## src/rtl/conv_pkg.sv

```systemverilog
// Shared types and helpers for the convolution accumulator.
// Holds the FSM state type, default geometry and the saturation helper.
package conv_pkg;

    typedef enum logic {
        ACC,
        EMIT
    } state_t;

    localparam int KERNEL_SIZE = 3;
    localparam int PIC_SIZE    = 28;
    localparam int TAPS        = KERNEL_SIZE * KERNEL_SIZE;
    localparam int OUT_DIM     = PIC_SIZE - KERNEL_SIZE + 1;

    // Clamp a wide value into the w-bit signed or unsigned range.
    function automatic logic signed [63:0] saturate(
        input logic signed [63:0] v,
        input bit                 sgn,
        input int                 w
    );
        logic signed [63:0] hi;
        logic signed [63:0] lo;
        hi = sgn ? (64'sd1 <<< (w - 1)) - 64'sd1
                 : (64'sd1 <<< w) - 64'sd1;
        lo = sgn ? -(64'sd1 <<< (w - 1)) : 64'sd0;
        if (v > hi) return hi;
        if (v < lo) return lo;
        return v;
    endfunction

endpackage

```

## src/rtl/conv_accumulator_sat_round.sv

```systemverilog
// Post-accumulation arithmetic: bias add, rounding shift,
// optional ReLU and saturation down to the pixel width.
module conv_sat_round
    import conv_pkg::*;
#(
    parameter int WIDTH     = 8,
    parameter int ACC_WIDTH = 13,
    parameter int SIGN      = 1,
    parameter int OUT_SHIFT = 0,
    parameter int RELU      = 1
) (
    input  logic [ACC_WIDTH-1:0] acc,
    input  logic [WIDTH-1:0]     bias,
    output logic [WIDTH-1:0]     pix
);

    localparam int   SW = ACC_WIDTH + 2;
    localparam logic SX = (SIGN != 0);

    logic signed [SW-1:0] a_ext;
    logic signed [SW-1:0] b_ext;
    logic signed [SW-1:0] sum;
    logic signed [SW-1:0] shr;
    logic signed [63:0]   wide;

    assign a_ext = {{2{SX & acc[ACC_WIDTH-1]}}, acc};
    assign b_ext = {{(SW-WIDTH){SX & bias[WIDTH-1]}}, bias};
    assign sum   = a_ext + b_ext;

    if (OUT_SHIFT > 0) begin : g_rnd
        localparam logic signed [SW-1:0] HALF =
            SW'(64'd1 << (OUT_SHIFT - 1));
        assign shr = (sum + HALF) >>> OUT_SHIFT;
    end else begin : g_nornd
        assign shr = sum;
    end

    // ReLU on negative signed results, then clamp to WIDTH
    always_comb begin
        wide = 64'(shr);
        if ((RELU != 0) && SX && (wide < 0)) wide = '0;
        pix = WIDTH'(saturate(wide, SX, WIDTH));
    end

endmodule

```

## src/rtl/conv_accumulator.sv

```systemverilog
// Sums K*K tap products per output pixel, post-processes the sum
// and presents the pixel with its map position on a valid/ready port.
module conv_accumulator
    import conv_pkg::*;
#(
    parameter int WIDTH       = 8,
    parameter int kernel_size = KERNEL_SIZE,
    parameter int pic_size    = PIC_SIZE,
    parameter int SIGN        = 1,
    parameter int OUT_SHIFT   = 0,
    parameter int RELU        = 1,
    parameter int ACC_WIDTH   =
        WIDTH + $clog2(kernel_size * kernel_size) + 1
) (
    input  logic                 clk,
    input  logic                 rst_n,
    input  logic                 clear,
    input  logic [WIDTH-1:0]     bias,
    input  logic [WIDTH-1:0]     in_data,
    input  logic                 in_valid,
    output logic                 in_ready,
    output logic [WIDTH-1:0]     out_data,
    output logic                 out_valid,
    input  logic                 out_ready,
    output logic [$clog2(pic_size-kernel_size+1)-1:0] out_row,
    output logic [$clog2(pic_size-kernel_size+1)-1:0] out_col,
    output logic                 out_last,
    output logic                 frame_done
);

    localparam int   N_TAPS = kernel_size * kernel_size;
    localparam int   N_DIM  = pic_size - kernel_size + 1;
    localparam int   TW     = (N_TAPS > 1) ? $clog2(N_TAPS) : 1;
    localparam int   PW     = $clog2(N_DIM);
    localparam logic SX     = (SIGN != 0);

    state_t               state;
    state_t               state_nxt;
    logic [TW-1:0]        tap;
    logic [ACC_WIDTH-1:0] acc;
    logic [ACC_WIDTH-1:0] in_ext;
    logic [ACC_WIDTH-1:0] acc_sum;
    logic [WIDTH-1:0]     pix;
    logic                 in_fire;
    logic                 out_fire;
    logic                 last_tap;
    logic                 col_end;
    logic                 row_end;

    assign in_ext   = {{(ACC_WIDTH-WIDTH){SX & in_data[WIDTH-1]}},
                       in_data};
    assign acc_sum  = (tap == '0) ? in_ext : acc + in_ext;
    assign last_tap = (tap == TW'(N_TAPS - 1));
    assign col_end  = (out_col == PW'(N_DIM - 1));
    assign row_end  = (out_row == PW'(N_DIM - 1));

    assign in_ready  = (state == ACC) && !clear;
    assign out_valid = (state == EMIT);
    assign out_last  = row_end && col_end;
    assign in_fire   = in_valid && in_ready;
    assign out_fire  = out_valid && out_ready && !clear;

    conv_sat_round #(
        .WIDTH    (WIDTH),
        .ACC_WIDTH(ACC_WIDTH),
        .SIGN     (SIGN),
        .OUT_SHIFT(OUT_SHIFT),
        .RELU     (RELU)
    ) u_sat (
        .acc (acc_sum),
        .bias(bias),
        .pix (pix)
    );

    // State register
    always_ff @(posedge clk or negedge rst_n) begin
        if (!rst_n) state <= ACC;
        else        state <= state_nxt;
    end

    // Collect taps until the last one, hold the pixel until taken
    always_comb begin
        state_nxt = state;
        if (clear) begin
            state_nxt = ACC;
        end else begin
            case (state)
                ACC:     if (in_fire && last_tap) state_nxt = EMIT;
                EMIT:    if (out_fire) state_nxt = ACC;
                default: state_nxt = ACC;
            endcase
        end
    end

    // Tap counter and running partial sum
    always_ff @(posedge clk or negedge rst_n) begin
        if (!rst_n) begin
            tap <= '0;
            acc <= '0;
        end else if (clear) begin
            tap <= '0;
            acc <= '0;
        end else if (in_fire) begin
            acc <= acc_sum;
            tap <= last_tap ? '0 : tap + TW'(1);
        end
    end

    // Capture the finished pixel on the final tap
    always_ff @(posedge clk or negedge rst_n) begin
        if (!rst_n)                out_data <= '0;
        else if (in_fire && last_tap) out_data <= pix;
    end

    // Output map position, advanced per accepted pixel
    always_ff @(posedge clk or negedge rst_n) begin
        if (!rst_n) begin
            out_row <= '0;
            out_col <= '0;
        end else if (clear) begin
            out_row <= '0;
            out_col <= '0;
        end else if (out_fire) begin
            if (col_end) begin
                out_col <= '0;
                out_row <= row_end ? '0 : out_row + PW'(1);
            end else begin
                out_col <= out_col + PW'(1);
            end
        end
    end

    // Pulse once after the final pixel of the map is taken
    always_ff @(posedge clk or negedge rst_n) begin
        if (!rst_n) frame_done <= 1'b0;
        else        frame_done <= out_fire && out_last;
    end

endmodule

```

## config.mk

```make
export PLATFORM = sky130hd
export DESIGN_NAME = conv_accumulator
export DESIGN_NICKNAME = d
export VERILOG_FILES = /design/src/rtl/conv_pkg.sv /design/src/rtl/conv_accumulator_sat_round.sv /design/src/rtl/conv_accumulator.sv
export SDC_FILE = /design/constraint.sdc
export NUM_CORES = 1
export LEC_CHECK = 0
export BUFFER_PORTS_ARGS = -buffer_cell sky130_fd_sc_hd__buf_2
export CORE_AREA = 2 2 79 81
export CTS_BUF_LIST = sky130_fd_sc_hd__clkbuf_16
export DETAILED_ROUTE_END_ITERATION = 10
export DIE_AREA = 0 0 81 83
export GPL_TIMING_DRIVEN = 0
export PLACE_DENSITY_LB_ADDON = 0.12
export SYNTH_ARGS = -nofsm -noshare
export SYNTH_HDL_FRONTEND = slang
export SYNTH_HIERARCHICAL = 1
export SYNTH_SLANG_ARGS = --single-unit
```

## constraint.sdc

```tcl
create_clock -name clk -period 5.8 [get_ports clk]
set_clock_uncertainty 0.2 [all_clocks]
set_input_delay 1.45 -clock clk [delete_from_list [all_inputs] [get_ports clk]]
set_output_delay 1.45 -clock clk [all_outputs]
set_load 0.005 [all_outputs]
```

# --- After elaboration in Yosys (flattened, before gate mapping) ---
# Index checks and enable logic that the tools add are counted.
totals:
  word_cells: 57
  regBits: 37
  out_inout_bits: 22
  inputBits: 21
classes:
  reduce_logical: 13
  muxes: 25
  order_cmp: 3
  bitwise_logic: 1
  eq_ne: 3
  add_sub_neg: 5
ops:
  columns: ["cell", "count"]
  rows:
  - ["$gt A64 B8 Y1 const B", 1]
  - ["$lt A64 B8 Y1 const B", 1]
  - ["$mux W64", 1]
  - ["$mux W13", 3]
  - ["$mux W5", 7]
  - ["$mux W8", 4]
  - ["$add A13 B8 Y14", 1]
  - ["$lt A14 B1 Y1 const B", 1]
  - ["$add A13 B13 Y13", 1]
  - ["$mux W4", 3]
  - ["$add A5 B1 Y5 const B", 2]
  - ["$eq A5 B5 Y1 const B", 2]
  - ["$logic_and A1 B1 Y1", 7]
  - ["$mux W1", 6]
  - ["$reduce_bool A2 Y1", 3]
  - ["$add A4 B1 Y4 const B", 1]
  - ["$eq A4 B4 Y1 const B", 1]
  - ["$logic_not A4 Y1", 1]
  - ["$pmux W1 S2", 1]
  - ["$reduce_and A2 Y1", 1]
  - ["$logic_not A1 Y1", 1]
  - ["$not A1 Y1", 1]

# --- Depth between registers and ports, before layout ---
depth:
  word_depth: 10
  mapped_depth: 17
  mapped_depth_nobuf: 17

# --- By module ---
# Netlist, hierarchy kept.
by_module_without_submodules:
  columns: ["module", "instances", "area_each_um2", "cells_per_inst", "seq_area_each_um2"]
  rows:
  - ["conv_accumulator", 1, 2416.1, 270, 925.9]
  - ["conv_sat_round", 1, 757.0, 98, 0.0]

# --- Worst setup path after synthesis ---
# OpenSTA, ideal clock, no wires.
synth_path:
  path_kind: "input port to flip-flop"
  from: "in in_data[0]"
  to: "reg out_data[0]"
  stages: 15
  required_ps: 5475
  n_path_buf: 0
  setup_time_ps: 125
  arrival_ps: 4645
  path_slack_ps: 830
  path_cell_list: "ha_1 -> inv_1 -> fa_1 -> nand2b_1 -> a21oi_1 -> o21ai_2 -> xnor2_1 -> a21boi_0 -> inv_1 -> ha_1 -> or4b_1 -> a311o_1 -> o21ai_4 -> a41oi_1 -> mux2_2"
synth_via:
  elab_chain_cells: 10
  elab_cells_between_ends: 13
  cone_classes: "2 x add/sub; 3 x order compare; 8 x mux"
synth_lines:
  columns: ["element", "line_no", "text"]
  rows:
  - ["start: declaration", "conv_accumulator.sv:19", "input logic [WIDTH-1:0] in_data,"]
  - ["$add A13 B13 Y13 *", "conv_accumulator.sv:52", "assign acc_sum = (tap == '0) ? in_ext : acc + in_ext;"]
  - ["$mux W13 *", "conv_accumulator.sv:52", null]
  - ["via acc_sum[8]", "conv_accumulator.sv:42", "logic [ACC_WIDTH-1:0] acc_sum;"]
  - ["$add A13 B8 Y14 *", "conv_accumulator_sat_round.sv:28", "assign sum = a_ext + b_ext;"]
  - ["$lt A14 B1 Y1", "conv_accumulator_sat_round.sv:41", "if ((RELU != 0) && SX && (wide < 0)) wide = '0;"]
  - ["$mux W64 *", "conv_accumulator_sat_round.sv:41", null]
  - ["$lt A64 B8 Y1", "conv_pkg.sv:27", "if (v < lo) return lo;"]
  - ["$mux W1 (2 in a row)", "conv_pkg.sv:27", null]
  - ["$mux W8", "conv_pkg.sv:28", "return v;"]
  - ["$mux W8 *", "conv_pkg.sv:27", null]
  - ["via pix[0]", "conv_accumulator.sv:43", "logic [WIDTH-1:0] pix;"]
  - ["end signal: assignment", "conv_accumulator.sv:112", "else if (in_fire && last_tap) out_data <= pix;"]
  - ["end: declaration", "conv_accumulator.sv:22", "output logic [WIDTH-1:0] out_data,"]
# The timed path passes the listed nets; every way through them passes the cells marked *. The select of a mux whose other input is x is not followed.
# A chain may end at the register's enable or synchronous reset.

# --- Worst setup path after layout ---
layout_path:
  from: "in in_data[0]"
  to: "reg out_data[6]"
# Same word-level chain as after synthesis.

==> results.md <==
- Relative slew slack: 40.9%
- Outcome: finished, final reports clean
- Peak VDD IR: 0.000173 V
- ANT cells: 0
- Worst-path cell chain: buf_2, ha_1, inv_1, fa_1, nand2b_1, a21oi_1, a211oi_1, xor2_1, a21oi_1, ha_1, o21a_1, nor2_1, a31o_1, o22ai_2, mux2i_1, a41oi_1, mux2_2
- WP data required: 5.77 ns
- Initial antenna violation count: 0
- Reg2reg setup slack: 1.08 ns
- CTS tree: done
- DP Worst Slack: 0.179 ns
- Period utilisation layout: 92.6%
- Routed len/inst: 15.3 µm
- Worst setup margin: 0.431 ns
- Crit path launch: in_data[0]
- Crit path max-delay family: compound AO/OA/AOI/OAI gates
- Filler instances: 533
- Area of the multi-input gates: 2140 µm²
- Initial core utilization: 54.6%
- Slowest cell on crit path: mux2i_1
- Cells on worst reg2reg path: 16
- Worst Path Buf+Inv: 2
- WP depth: 17
- Seq cells post-synth: 37
- Max-cap violations: 0
- Tmin final: 5.37 ns
- YS warnings: 6
- Clock Sinks: 37
- Power Density: 306 nW/µm²
- Core box area: 5820 µm²
- NetSw: 0.425 mW
- Register clock-pin slew on the reported worst setup and hold paths: 0.06 ns
- Overall power: 1.11 mW
- Worst slew pin tran: 0.886 ns
- Register Area: 926 µm²
- # DRC: 0
- Remaining global-route overflow: 0
- Vias in the first global route: 2838
- Main flop type after synthesis: dfrtp_1
- Crit start category: primary input
- Post-CTS Repair Setup Buffers: 0
- Die Footprint: 6720 µm²
- DRT iter0 DRCs: 102
- Vias per cell: 5.92
- First-pass GRT wire length: 12.8 mm
- Leak: 1.80 nW
- Async SR Flop Fraction: 100%
- F_max: 186 MHz
- Average footprint of a synthesized cell: 8.62 µm²
- Combinational power share: 45.7%
- Non-filler cells, final: 493
- Unique masters post-synth: 61
- Number of synthesized flops with an enable pin: 0
- Row cnt: 28
- Post-DP HPWL: 5.66 mm
- I/O Pins: 43
- Sequential share of power: 26.4%
- Reg2reg end: out_data[6]$_DFFE_PN0P_
- Longest Clk Path Bufs: 2
- Total GRT Usage: 23.8%
- Final nets: 471
- RR Startpoint: tap[0]$_DFFE_PN0P_
- CTS Buf Count: 5
- Clock latency on the worst-skew pair: 0.28 ns
- Mapped Nets: 422
- Final hold vios: 0
- Crit Path Class: in -> reg
- Largest net degree at the start of global routing: 38
- Drt pass-1 iters: 4
- Share of layout cells above drive strength 1: 18.4%
- Number of port buffers: 42
- H-tree depth: 2
- Delay of the slowest critical-path stage: 0.61 ns
- Internal power: 0.688 mW
- Worst-path fanout max: 7
- CP Capture Point: out_data[6]$_DFFE_PN0P_
- DRT Wirelength: 7.55 mm
- Sw Share: 38.2%
- Max Transition Viols Final: 0
- Clock power frac: 27.9%
- RSZ-0062 raised after global routing: no
- Root buffer cell: clkbuf_16
- Cell area after synthesis: 3170 µm²
- Cts repair resizes: 0
- Area Growth Syn to Fin: 14.8%
- Vias: 2918
- TNS Setup: 0 ns
- # hold bufs at CTS: 0
- Syn Inst Count: 368
- Crit. End Element: register
- Post-synthesis sequential area ratio: 29.2%
- Die Span X: 81 µm
- Placed Cells: 485
- Final setup vio count: 0
- Routed Antenna Nets: 0
- Min-Delay Path Class: reg -> reg
- Critical Path AT: 5.34 ns
- DIE HEIGHT: 83 µm
- GPL Wtd Cong: 0.880
==> worst min-delay path by stage <==
| stage | slack [ns] | from | endpoint | cells after the start |
|---|---|---|---|---|
| floorplan | 0.28 | acc[0]$_DFFE_PN0P_ | acc[0]$_DFFE_PN0P_ | 2 |
| global placement | 0.28 | out_data[7]$_DFFE_PN0P_ | out_data[7]$_DFFE_PN0P_ | 1 |
| detailed placement | 0.29 | out_data[3]$_DFFE_PN0P_ | out_data[3]$_DFFE_PN0P_ | 1 |
| CTS | 0.30 | out_row[4]$_DFFE_PN0P_ | out_row[4]$_DFFE_PN0P_ | 1 |
| global route | 0.32 | out_row[4]$_DFFE_PN0P_ | out_row[4]$_DFFE_PN0P_ | 1 |
| finish | 0.30 | out_row[4]$_DFFE_PN0P_ | out_row[4]$_DFFE_PN0P_ | 1 |
==> placed cells by master, fill, tap and decap left out, drive strengths merged, types with 9 or more instances in the layout <==
cell type | synthesis | routed
nand2 | 31 | 31
dfrtp | 37 | 37
mux2 | 9 | 9
o21ai | 30 | 30
nor2 | 38 | 38
ha | 31 | 31
xor2 | 9 | 9
buf | 2 | 44
clkbuf | 7 | 12
a21o | 12 | 12
inv | 17 | 17
a21oi | 27 | 27
nand3 | 13 | 13
==> routing by layer <==
| layer | routed length, µm | up-vias | share of wire [%] | global-route usage (%) |
|---|---|---|---|---|
| li1 | - | 1457 | - | - |
| met1 | 3490 | 1386 | 46 | 31.4 |
| met2 | 3660 | 65 | 48 | 40.1 |
| met3 | 255 | 10 | 3.4 | 3.59 |
| met4 | 149 | 0 | 2.0 | 6.47 |
| met5 | 0 | - | 0 | 0 |
==> registers in the layout, summed over array words and instances (netlist names) <==
register	count
frame_done	1
out_valid	1
out_col	5
out_data	8
acc	13
out_row	5
tap	4
==> cells by family after synthesis <==
group	Yosys count	synth area share, %
AND/OR/NAND/NOR	120	18.0
multiplexers	14	4.77
flip-flops	37	29.2
buffers and inverters	26	3.27
XOR/XNOR	17	4.69
other	1	0.118
AO/OA/AOI/OAI	120	26.5
adder cells (fa/ha/maj)	33	13.5
==> layout make-up <==
class	count	share of cell area [%]
timing repair buffer	42	5.77
clock buffer	5	3.43
multi-input combinational	305	58.8
inverter	17	1.75
tap	75	2.58
sequential	37	25.4
buffer	9	1.10
clock inverter	3	1.13
==> worst register-to-register path, stage by stage, from the launching register on <==
cell and delay, ns:
dfrtp_1 0.43, inv_1 0.07, ha_1 0.20, nor2b_1 0.16, nand2b_1 0.20, clkbuf_1 0.44
nor2_1 0.09, a21oi_1 0.29, inv_1 0.12, fa_1 0.42, nand2b_1 0.20, a21o_1 0.20
a31o_1 0.26, o22ai_2 0.19, mux2i_1 0.61, a41oi_1 0.22, mux2_2 0.31
==> per-stage QoR <==
stage | hold WS [ns] | util (%) | instance area (µm²)
3_3_place_gp | 0.284 | 59.8 | 3480
2_1_floorplan | 0.280 | - | 3170
4_1_cts | 0.300 | 62.7 | 3640
5_1_grt | 0.322 | 62.7 | 3640
3_5_place_dp | 0.290 | 59.8 | 3480
6_report | 0.297 | 62.7 | 3640
==> cells in the mapped netlist (6+ instances only) <==
| cell | n | area, µm² |
|---|---|---|
| a41oi_1 | 8 | 70.1 |
| clkbuf_1 | 6 | 22.5 |
| a21oi_1 | 26 | 130 |
| nand3_1 | 13 | 65.1 |
| o21ai_0 | 28 | 140 |
| and3_1 | 6 | 37.5 |
| nand2b_1 | 8 | 50.1 |
| a31oi_1 | 7 | 43.8 |
| nor2_1 | 37 | 139 |
| nor2b_1 | 6 | 37.5 |
| xnor2_1 | 8 | 70.1 |
| dfrtp_1 | 37 | 926 |
| mux2_2 | 9 | 101 |
| a21o_1 | 10 | 75.1 |
| xor2_1 | 9 | 78.8 |
| ha_1 | 31 | 388 |
| inv_1 | 17 | 63.8 |
| nand2_1 | 31 | 116 |
==> power groups by stage <==
stage | combinational (mW) | clock [mW] | sequential [mW]
2_1_floorplan | 0.390 | 0 | 0.295
3_3_place_gp | 0.486 | 0 | 0.297
3_5_place_dp | 0.499 | 0 | 0.298
4_1_cts | 0.504 | 0.317 | 0.293
5_1_grt | 0.565 | 0.330 | 0.297
6_report | 0.509 | 0.311 | 0.293
Power figures use the tool's default switching activity.
